`src/rtl/phys_free_list_if.sv`:
```
// ----------------------------------------------------------------------------
// phys_free_list_if
//   Bundles the rename-side allocation handshake and the ROB-side free/commit/
//   flush signals of the physical register free list.
//
//   Handshake: alloc_valid is raised by the free list whenever a tag is
//   available and alloc_tag is then meaningful. An allocation happens on a
//   rising clk edge where alloc_req && alloc_valid (and no flush) are both
//   high. alloc_req without alloc_valid is ignored and the requester must
//   stall. free_req/commit_req/flush are single-cycle strobes with no
//   back-pressure.
//
//   master : rename/ROB side (drives requests, observes status)
//   slave  : free list side
// ----------------------------------------------------------------------------
interface phys_free_list_if #(
    parameter int PTAG_WIDTH = 6,
    parameter int CNT_WIDTH  = 6
);
    logic                  alloc_req;
    logic                  alloc_valid;
    logic [PTAG_WIDTH-1:0] alloc_tag;
    logic                  free_req;
    logic [PTAG_WIDTH-1:0] free_tag;
    logic                  commit_req;
    logic                  flush;
    logic [CNT_WIDTH-1:0]  free_count;
    logic                  overflow_err;

    modport master (
        output alloc_req, free_req, free_tag, commit_req, flush,
        input  alloc_valid, alloc_tag, free_count, overflow_err
    );

    modport slave (
        input  alloc_req, free_req, free_tag, commit_req, flush,
        output alloc_valid, alloc_tag, free_count, overflow_err
    );
endinterface

```
`src/rtl/phys_free_list.sv`:
```
// ----------------------------------------------------------------------------
// phys_free_list
//   Circular FIFO of unallocated physical register tags for the rename stage.
//   Tags NUM_AREGS..NUM_PREGS-1 start in the list; tags returned by the ROB on
//   commit are appended at the tail and handed out again from the head.
//
//   Optional feature macro: FREELIST_FLUSH_EN
//     defined   : a committed (retire) head/count pair is kept so that flush
//                 rewinds the speculative head to the last committed point.
//     undefined : commit_req and flush are ignored; recovery is drain+reset.
//
//   Ports:
//     clk  - clock, all state updates on posedge
//     rst  - asynchronous active-low reset
//     bus  - phys_free_list_if.slave
//              alloc_req/alloc_valid/alloc_tag  rename allocation (show-ahead)
//              free_req/free_tag                tag returned by ROB
//              commit_req                       allocation retired
//              flush                            mispredict recovery
//              free_count                       speculative free tag count
//              overflow_err                     sticky free-while-full flag
// ----------------------------------------------------------------------------
module phys_free_list #(
    parameter int NUM_PREGS  = 64,
    parameter int NUM_AREGS  = 32,
    parameter int DEPTH      = NUM_PREGS - NUM_AREGS,   // must be a power of two
    parameter int PTAG_WIDTH = $clog2(NUM_PREGS)
) (
    input  logic            clk,
    input  logic            rst,
    phys_free_list_if.slave bus
);
    localparam int PTR_W = $clog2(DEPTH);
    localparam int CNT_W = $clog2(DEPTH + 1);

    logic [PTAG_WIDTH-1:0] entry_q [DEPTH];
    logic [PTR_W-1:0]      head_q, head_d;
    logic [PTR_W-1:0]      tail_q, tail_d;
    logic [CNT_W-1:0]      count_q, count_d;
    logic                  overflow_q, overflow_d;
    logic                  alloc_fire;
    logic                  free_fire;
    logic                  list_full;

`ifdef FREELIST_FLUSH_EN
    logic [PTR_W-1:0]      rhead_q, rhead_d;
    logic [CNT_W-1:0]      rcount_q, rcount_d;
`else
    logic                  unused_flush_inputs;
    assign unused_flush_inputs = bus.flush ^ bus.commit_req;
`endif

    always_comb begin
        head_d     = head_q;
        tail_d     = tail_q;
        overflow_d = overflow_q;
`ifdef FREELIST_FLUSH_EN
        rhead_d    = rhead_q;
        rcount_d   = rcount_q;
        alloc_fire = bus.alloc_req && (count_q != '0) && !bus.flush;
        // Slots holding allocated-but-uncommitted tags are not reusable, so
        // capacity is judged against the committed occupancy.
        list_full  = (rcount_q == CNT_W'(DEPTH));
`else
        alloc_fire = bus.alloc_req && (count_q != '0);
        list_full  = (count_q == CNT_W'(DEPTH));
`endif
        free_fire = bus.free_req && !list_full;
        if (bus.free_req && list_full) begin
            overflow_d = 1'b1;
        end
        if (alloc_fire) begin
            head_d = head_q + PTR_W'(1);
        end
        if (free_fire) begin
            tail_d = tail_q + PTR_W'(1);
        end
        count_d = count_q + CNT_W'(free_fire) - CNT_W'(alloc_fire);
`ifdef FREELIST_FLUSH_EN
        if (bus.commit_req) begin
            rhead_d = rhead_q + PTR_W'(1);
        end
        rcount_d = rcount_q + CNT_W'(free_fire) - CNT_W'(bus.commit_req);
        // Flush rewinds to the committed point including this cycle's
        // commit and free.
        if (bus.flush) begin
            head_d  = rhead_d;
            count_d = rcount_d;
        end
`endif
    end

    always_ff @(posedge clk or negedge rst) begin
        if (!rst) begin
            for (int i = 0; i < DEPTH; i++) begin
                entry_q[i] <= PTAG_WIDTH'(NUM_AREGS + i);
            end
            head_q     <= '0;
            tail_q     <= '0;
            count_q    <= CNT_W'(DEPTH);
            overflow_q <= 1'b0;
`ifdef FREELIST_FLUSH_EN
            rhead_q    <= '0;
            rcount_q   <= CNT_W'(DEPTH);
`endif
        end else begin
            if (free_fire) begin
                entry_q[tail_q] <= bus.free_tag;
            end
            head_q     <= head_d;
            tail_q     <= tail_d;
            count_q    <= count_d;
            overflow_q <= overflow_d;
`ifdef FREELIST_FLUSH_EN
            rhead_q    <= rhead_d;
            rcount_q   <= rcount_d;
`endif
        end
    end

    // Show-ahead: the head entry is visible before the request arrives.
    assign bus.alloc_valid  = (count_q != '0);
    assign bus.alloc_tag    = entry_q[head_q];
    assign bus.free_count   = count_q;
    assign bus.overflow_err = overflow_q;

endmodule

```
`src/flat_wrapper.sv`:
```
// flat-port wrapper written by rule: the top's interface ports become plain ports
module phys_free_list_flat 
#(
    parameter int NUM_PREGS  = 64,
    parameter int NUM_AREGS  = 32,
    parameter int DEPTH      = NUM_PREGS - NUM_AREGS,                            
    parameter int PTAG_WIDTH = $clog2(NUM_PREGS)
)
  (clk, rst, bus_alloc_req, bus_free_req, bus_free_tag, bus_commit_req, bus_flush, bus_alloc_valid, bus_alloc_tag, bus_free_count, bus_overflow_err);
  phys_free_list_if #(.PTAG_WIDTH(PTAG_WIDTH), .CNT_WIDTH((6))) bus_i ();
  input  logic clk;
  input  logic rst;
  input wire logic [$bits(bus_i.alloc_req)-1:0] bus_alloc_req;
  input wire logic [$bits(bus_i.free_req)-1:0] bus_free_req;
  input wire logic [$bits(bus_i.free_tag)-1:0] bus_free_tag;
  input wire logic [$bits(bus_i.commit_req)-1:0] bus_commit_req;
  input wire logic [$bits(bus_i.flush)-1:0] bus_flush;
  output wire logic [$bits(bus_i.alloc_valid)-1:0] bus_alloc_valid;
  output wire logic [$bits(bus_i.alloc_tag)-1:0] bus_alloc_tag;
  output wire logic [$bits(bus_i.free_count)-1:0] bus_free_count;
  output wire logic [$bits(bus_i.overflow_err)-1:0] bus_overflow_err;
  assign bus_i.alloc_req = bus_alloc_req;
  assign bus_i.free_req = bus_free_req;
  assign bus_i.free_tag = bus_free_tag;
  assign bus_i.commit_req = bus_commit_req;
  assign bus_i.flush = bus_flush;
  assign bus_alloc_valid = bus_i.alloc_valid;
  assign bus_alloc_tag = bus_i.alloc_tag;
  assign bus_free_count = bus_i.free_count;
  assign bus_overflow_err = bus_i.overflow_err;
  phys_free_list #(.NUM_PREGS(NUM_PREGS), .NUM_AREGS(NUM_AREGS), .DEPTH(DEPTH), .PTAG_WIDTH(PTAG_WIDTH)) u_core (.clk(clk), .rst(rst), .bus(bus_i));
endmodule
```
`config.mk`:
```
export PLATFORM = sky130hd
export DESIGN_NAME = phys_free_list_flat
export DESIGN_NICKNAME = d
export VERILOG_FILES = /design/src/rtl/phys_free_list_if.sv /design/src/rtl/phys_free_list.sv /design/src/flat_wrapper.sv
export SDC_FILE = /design/constraint.sdc
export NUM_CORES = 1
export LEC_CHECK = 0
export ABC_CLOCK_PERIOD_IN_PS = 2900
export CAP_MARGIN = 0
export CORE_MARGIN = 4
export CORE_UTILIZATION = 60
export CTS_CLUSTER_SIZE = 10
export DETAILED_ROUTE_END_ITERATION = 16
export MAX_ROUTING_LAYER = met4
export PLACE_DENSITY = 0.88
export SLEW_MARGIN = 10
export SYNTH_ARGS = -nofsm -noshare
export SYNTH_HDL_FRONTEND = slang
export SYNTH_SLANG_ARGS = --single-unit
```
`constraint.sdc`:
```
create_clock -name clk -period 2.9 [get_ports clk]
set_clock_uncertainty 0.2 [all_clocks]
set_input_delay 0.58 -clock clk [delete_from_list [all_inputs] [get_ports clk]]
set_output_delay 0.58 -clock clk [all_outputs]
set_load 0.02 [all_outputs]
```
==> impl_results.md, run 1 <==
- Status: finished with violations
- Violated checks: negative setup slack
- Static leakage: 0.005079 uW
- Max_cap viols: 0
- Worst endpoint required time: 2120 ps
- Sequential Power Share: 38.9%
- Met1 wire length: 9.292 mm
- Clock Sinks: 209
- Synth warn: 0
- Clock power share: 19.8%
- Metal3 WL: 1.638 mm
- Placeable core area: 16120 um^2
- Pwr Total: 13890 uW
- Met2 routed WL: 11.92 mm
- Min-Delay Path Class: reg2reg
- Tcrit/Tclk final: 117.0%
- Power per cell area: 1192 nW/um^2
- Via count: 6170
- Hold Vio Cnt, Final: 0
- Critical path endpoint category: output port
- Final setup margin: -493.8 ps
- Actual slew at the worst max-slew pin: 654.0 ps
- Max clock buf depth: 3
- Gp weighted congestion: 0.8997
- Drt drc: 0
- Die Wd: 137 um
- Clock Latency Late Sink: 520 ps
- Root buffer selected by CTS: clkbuf_16
- Syn Inst Count: 662
- Largest net degree at the start of global routing: 64
- NumNets Final: 764
- Final antenna-violating net count: 0
- Final Setup Violations: 6
- Port bufs: 23
- Starting Density: 61.96%
- Die footprint: 18770 um^2
- Sw Share: 33.10%
- Vias per cell: 6.361
- Tot GR Track Use: 27.25%
- RSZ-0062 raised after global routing: yes
- Mapped Area: 9985 um^2
- First DRT Iteration DRCs: 448
- Cell variety after synth: 44
- Antenna diodes: 0
- TritonCTS buffer count: 25
- EDFF count, synth: 0
- Sequential area share after synthesis: 53.80%
- Initial antenna violation count: 0
- DP Cell Count: 919
- First-pass GRT wire length: 37.91 mm
- HPWL Detailed: 15.26 mm
- Crit start category: register
- Synthesized area per cell: 15.08 um^2
- WL per Instance: 24.32 um
- Internal Power: 9291 uW
- Fmax: 0.2947 GHz
- Post-route insts no fill: 970
- WS Path Type: reg2out
- Slew HR: 56.29%
- Detailed Routing Iterations Pass 1: 5
- Proportion of synthesized area in mux cells: 32.81%
- GR Overflow Total: 0
- Compound-Gate Fraction of Synth Area: 4.023%
- Synth Flop Type: dfstp_2
- Synth Area in Simple Gates: 3.183%
- Net Switching: 4596 uW
- Vias in the first global route: 6905
- H-tree Lvls: 1
- Share of cells above drive strength 1: 60.34%
- Largest family of logic cells by synthesized area: multiplexers
- Syn nets: 689
- Yosys reg bits: 209
- IO Count: 26
- Post-synthesis adder-cell area fraction: 1.955%
- Setup TNS: -2368 ps
- Area growth syn-to-layout: 16.69%
- CTS tree: done
- Asr flop ratio synth: 100.0%
- Fin util: 72.30%
- XOR/XNOR share of the synthesized area: 0.9649%
- Max IR drop VDD: 0.9726 mV
- Crit Path Max Fanout: 9
- Min Clock Period, post-route: 3394 ps
- R2r setup slk: 150 ps
- Routed wire length: 23.59 mm
- Top Metal Used: met4
- CTS clock-pin slew for the worst setup and hold paths: 60 ps
- Worst EP arrival: 2610 ps
- Die Span Y: 137 um
- Comb pwr share: 41.3%
- Row count: 46
- Pins over their slew limit: 0
area by class of cell:
class	count	area (um^2)
clock buffer	42	699.4
clock inverter	2	17.52
sequential	209	5376
fill	958	4464
tap	216	270.3
multi-input combinational	395	4370
timing repair buffer	93	868.3
inverter	13	48.80
registers in the layout (all words and copies together) (netlist names):
signal and flops:
u_core.bus.free_count 6, u_core.entry_q 192, u_core.tail_q 5, u_core.head_q 5
u_core.bus.overflow_err 1
cell families (layout without fill, tap and decap cells):
family                   after synthesis  in the layout
buffers and inverters                 58            150
adder cells (fa/ha/maj)               15             15
XOR/XNOR                              11             11
AND/OR/NAND/NOR                       63             63
AO/OA/AOI/OAI                         52             52
multiplexers                         254            254
flip-flops                           209            209
worst max-delay path, stage by stage, from the launching register on:
cell and delay [ps]:
dfrtp_2 530, mux2_2 380, a22o_1 240, a2111oi_1 630, a311oi_2 120, buf_4 200
timing repair:
item                       in CTS  in global routing
setup endpoints to repair       6                  8
setup buffers                   5                  0
hold endpoints to repair       24                  0
resized for setup              45                 15
pin swaps                      12                  1
cloned                          1                  0
hold buffers                    1                  0
cell usage after synthesis (5+ instances only):
master      n  area (um^2)
mux2_2    192         2162
dfstp_2   113         2969
dfrtp_1    96         2402
nand2_1    36        135.1
mux4_2     25        563.0
mux2i_1    23        230.2
clkbuf_1   22        82.58
ha_1       14        175.2
inv_1      13        48.80
a21oi_1    12        60.06
o221ai_1   11        96.34
buf_2       9        45.04
mux4_1      9        236.5
a22o_1      7        61.31
buf_6       7        78.83
a22oi_1     6        45.04
and3b_1     6        52.55
xnor2_1     6        52.55
xor2_1      5        43.79
power groups by stage:
stage | clock (uW) | sequential (uW) | combinational [uW]
3_3_place_gp | 0 | 5300 | 4910
3_5_place_dp | 0 | 5420 | 5200
4_1_cts | 2800 | 5360 | 5480
5_1_grt | 2930 | 5520 | 6120
6_report | 2750 | 5400 | 5740
2_1_floorplan | 0 | 5050 | 3690
through the flow:
step	instance area, um^2	hold WS [ps]	setup slack (ps)
after floorplan	9985	84.41	187.5
after global placement	10750	241.5	-329.7
after detailed placement	10750	251.9	-374.0
after CTS	11570	264.4	-387.9
after global routing	11650	291.6	-493.5
final	11650	261.0	-493.8
worst paths after layout:
path	end	from	cells after the start
worst max-delay path	bus_alloc_tag[4]	u_core.head_q[2]	5
max in group asynchronous	u_core.entry_q[120]	rst	3
worst min register to register	u_core.bus.overflow_err	u_core.bus.overflow_err	1
worst max register to register	u_core.bus.free_count[5]	u_core.bus.free_count[2]	11
worst min-delay path	u_core.bus.overflow_err	u_core.bus.overflow_err	1
min in group asynchronous	u_core.entry_q[74]	rst	2
routing by layer:
layer / global-route usage [%] / up-vias
li1: - / 2612
met1: 34.08 / 3250
met2: 43.32 / 245
met3: 6.360 / 63
met4: 10.98 / 0
met5: - / -
placed cells by master, fill, tap and decap left out, types with 6 or more instances in the layout:
cell / count
a22o_1: 7
dfrtp_1: 94
buf_4: 61
clkdlybuf4s50_1: 16
ha_1: 14
buf_6: 7
mux4_2: 26
clkbuf_16: 25
inv_1: 13
clkbuf_1: 16
xnor2_1: 6
and3b_1: 6
a21oi_1: 7
dfstp_2: 113
nand2_1: 36
mux2i_1: 23
mux2_2: 192
o221ai_1: 10
mux4_1: 8
No activity file was read; power rests on OpenSTA's default activity.
==> run 2: changes to the inputs <==
--- a/config.mk
+++ b/config.mk
@@ -11,6 +11,7 @@
 export CORE_UTILIZATION = 60
 export CTS_CLUSTER_SIZE = 10
 export DETAILED_ROUTE_END_ITERATION = 16
+export HOLD_SLACK_MARGIN = 0.03
 export MAX_ROUTING_LAYER = met4
 export PLACE_DENSITY = 0.88
 export SLEW_MARGIN = 10
==> results of run 2 <==
No change in the layout: final DEF, timing and power equal those of run 1.
==> variant: new RTL, settings of run 2 <==
Compare `count_q` against `CNT_W'(DEPTH)` with >= in place of ==.
--- a/src/rtl/phys_free_list.sv
+++ b/src/rtl/phys_free_list.sv
@@ -64,5 +64,5 @@
 `else
         alloc_fire = bus.alloc_req && (count_q != '0);
-        list_full  = (count_q == CNT_W'(DEPTH));
+        list_full  = (count_q >= CNT_W'(DEPTH));
 `endif
         free_fire = bus.free_req && !list_full;
Formal check against the unedited RTL: same outputs for any inputs over 10 cycles, from zero or initial values and one cycle with rst low; that may be too few to reach the edited logic, so the function may still have changed.
==> variant against run 2 <==
  * Sequential share of layout area shrank 0.80 points
  * Fmax grew 2.8%
  * Final cell count grew 0.31%
  * Highest routed layer unchanged
  * Sequential cell count is the same
  * Power shrank 9.6%
  * The run still ends with negative setup slack left
  * Final area grew 1.8%
  * Setup slack gained 0.092 ns
  * Routed wire length grew 1.3%
  * Critical path depth grew 2
  * Hold slack gained 0.014 ns
  * Area after synthesis is essentially flat
  * Critical path type unchanged
==> variant: results (changes against run 2) <==
----------------------------------------------------
[Placement]
  Placed cell count ... 915 (-0.44%)
  Hpwl dp ... 14.6 mm (-4.3%)
  Placer Congestion ... 0.908 (+0.87%)

[Timing]
  Final hold slack ... 0.275 ns (+0.0140 ns)
  Number of setup violations in the final report ... 6 (unchanged)
  Slew @ Worst Pin ... 0.893 ns (+0.239 ns)
  Setup slack after layout ... -0.402 ns (+0.0917 ns)

[Power]
  Worst VDD drop ... 0.571 mV (-41%)
  Flip-flop and latch power ... 4.81 mW (-11%)

[Synth]
  Post-Synthesis Cells ... 658 (-0.60%)
  Seq/Total Area, Yosys ... 0.538 (about the same)
  XOR/XNOR share of the synthesized area ... 0.00877 (-0.000878)
  Commonest cells in the netlist ... mux2_2 (182), dfstp_2 (113), dfrtp_1 (96), mux4_2 (37), clkbuf_1 (26)
  Post-synthesis mux area share ... 0.324 (-0.00380)
  Main area contributors after synthesis ... dfstp_2 (30%), dfrtp_1 (24%), mux2_2 (21%), mux4_2 (8.3%), mux2i_1 (2.2%)

[Worst setup path]
  R2r endpoint ... u_core.bus.free_count[4]$_DFF_PN0_
  Depth of the worst register-to-register path ... 12 (+1)
  Top fanout value on the critical path ... 6 (-3)

[Layout]
  Final-stage net count ... 766 (+0.26%)
  Combined area of the multi-input logic cells ... 4530 µm² (+3.6%)
  Fraction of area in non-clock buffers ... 0.0774 (+0.00283)
  Clock buffer count ... 43 (+2.4%)

[Routing]
  Number of DRC markers in iteration 0 ... 351 (-22%)
  Avg WL per Cell ... 24.6 µm (+1.0%)

[GRT]
  Global-route met1 utilization ... 0.353 (+0.0120)
  Vias in the first global route ... 6,763 (-2.1%)
  Largest net degree at the start of global routing ... 81 (+27%)
  Routing usage on met2 ... 0.449 (+0.0153)

[CTS]
  Number of buffers inserted to repair setup after CTS ... 6 (+1)

[Outcome]
  Outcome ... finished with violations
  Violated checks ... negative setup slack

----------------------------------------------------
variant: changes by cell type after synthesis, moves of 10 or more:
cell     delta
mux4_2     +12
nor2_4     +11
mux2_2     -10
nand2_1    -30
nor2_1     +18
variant: worst max-delay path by stage:
| stage | from | depth (start not counted) | endpoint | slack (ns) |
|---|---|---|---|---|
| floorplan | u_core.bus.free_count[5]$_DFF_PN1_ | 10 | u_core.bus.free_count[5]$_DFF_PN1_ | 0.07 |
| global placement | u_core.head_q[0]$_DFFE_PN0P_ | 6 | bus_alloc_tag[3] | -0.39 |
| detailed placement | u_core.head_q[0]$_DFFE_PN0P_ | 8 | bus_alloc_tag[1] | -0.35 |
| CTS | u_core.head_q[0]$_DFFE_PN0P_ | 7 | bus_alloc_tag[5] | -0.35 |
| global route | u_core.head_q[0]$_DFFE_PN0P_ | 7 | bus_alloc_tag[3] | -0.45 |
| finish | u_core.head_q[0]$_DFFE_PN0P_ | 7 | bus_alloc_tag[3] | -0.40 |
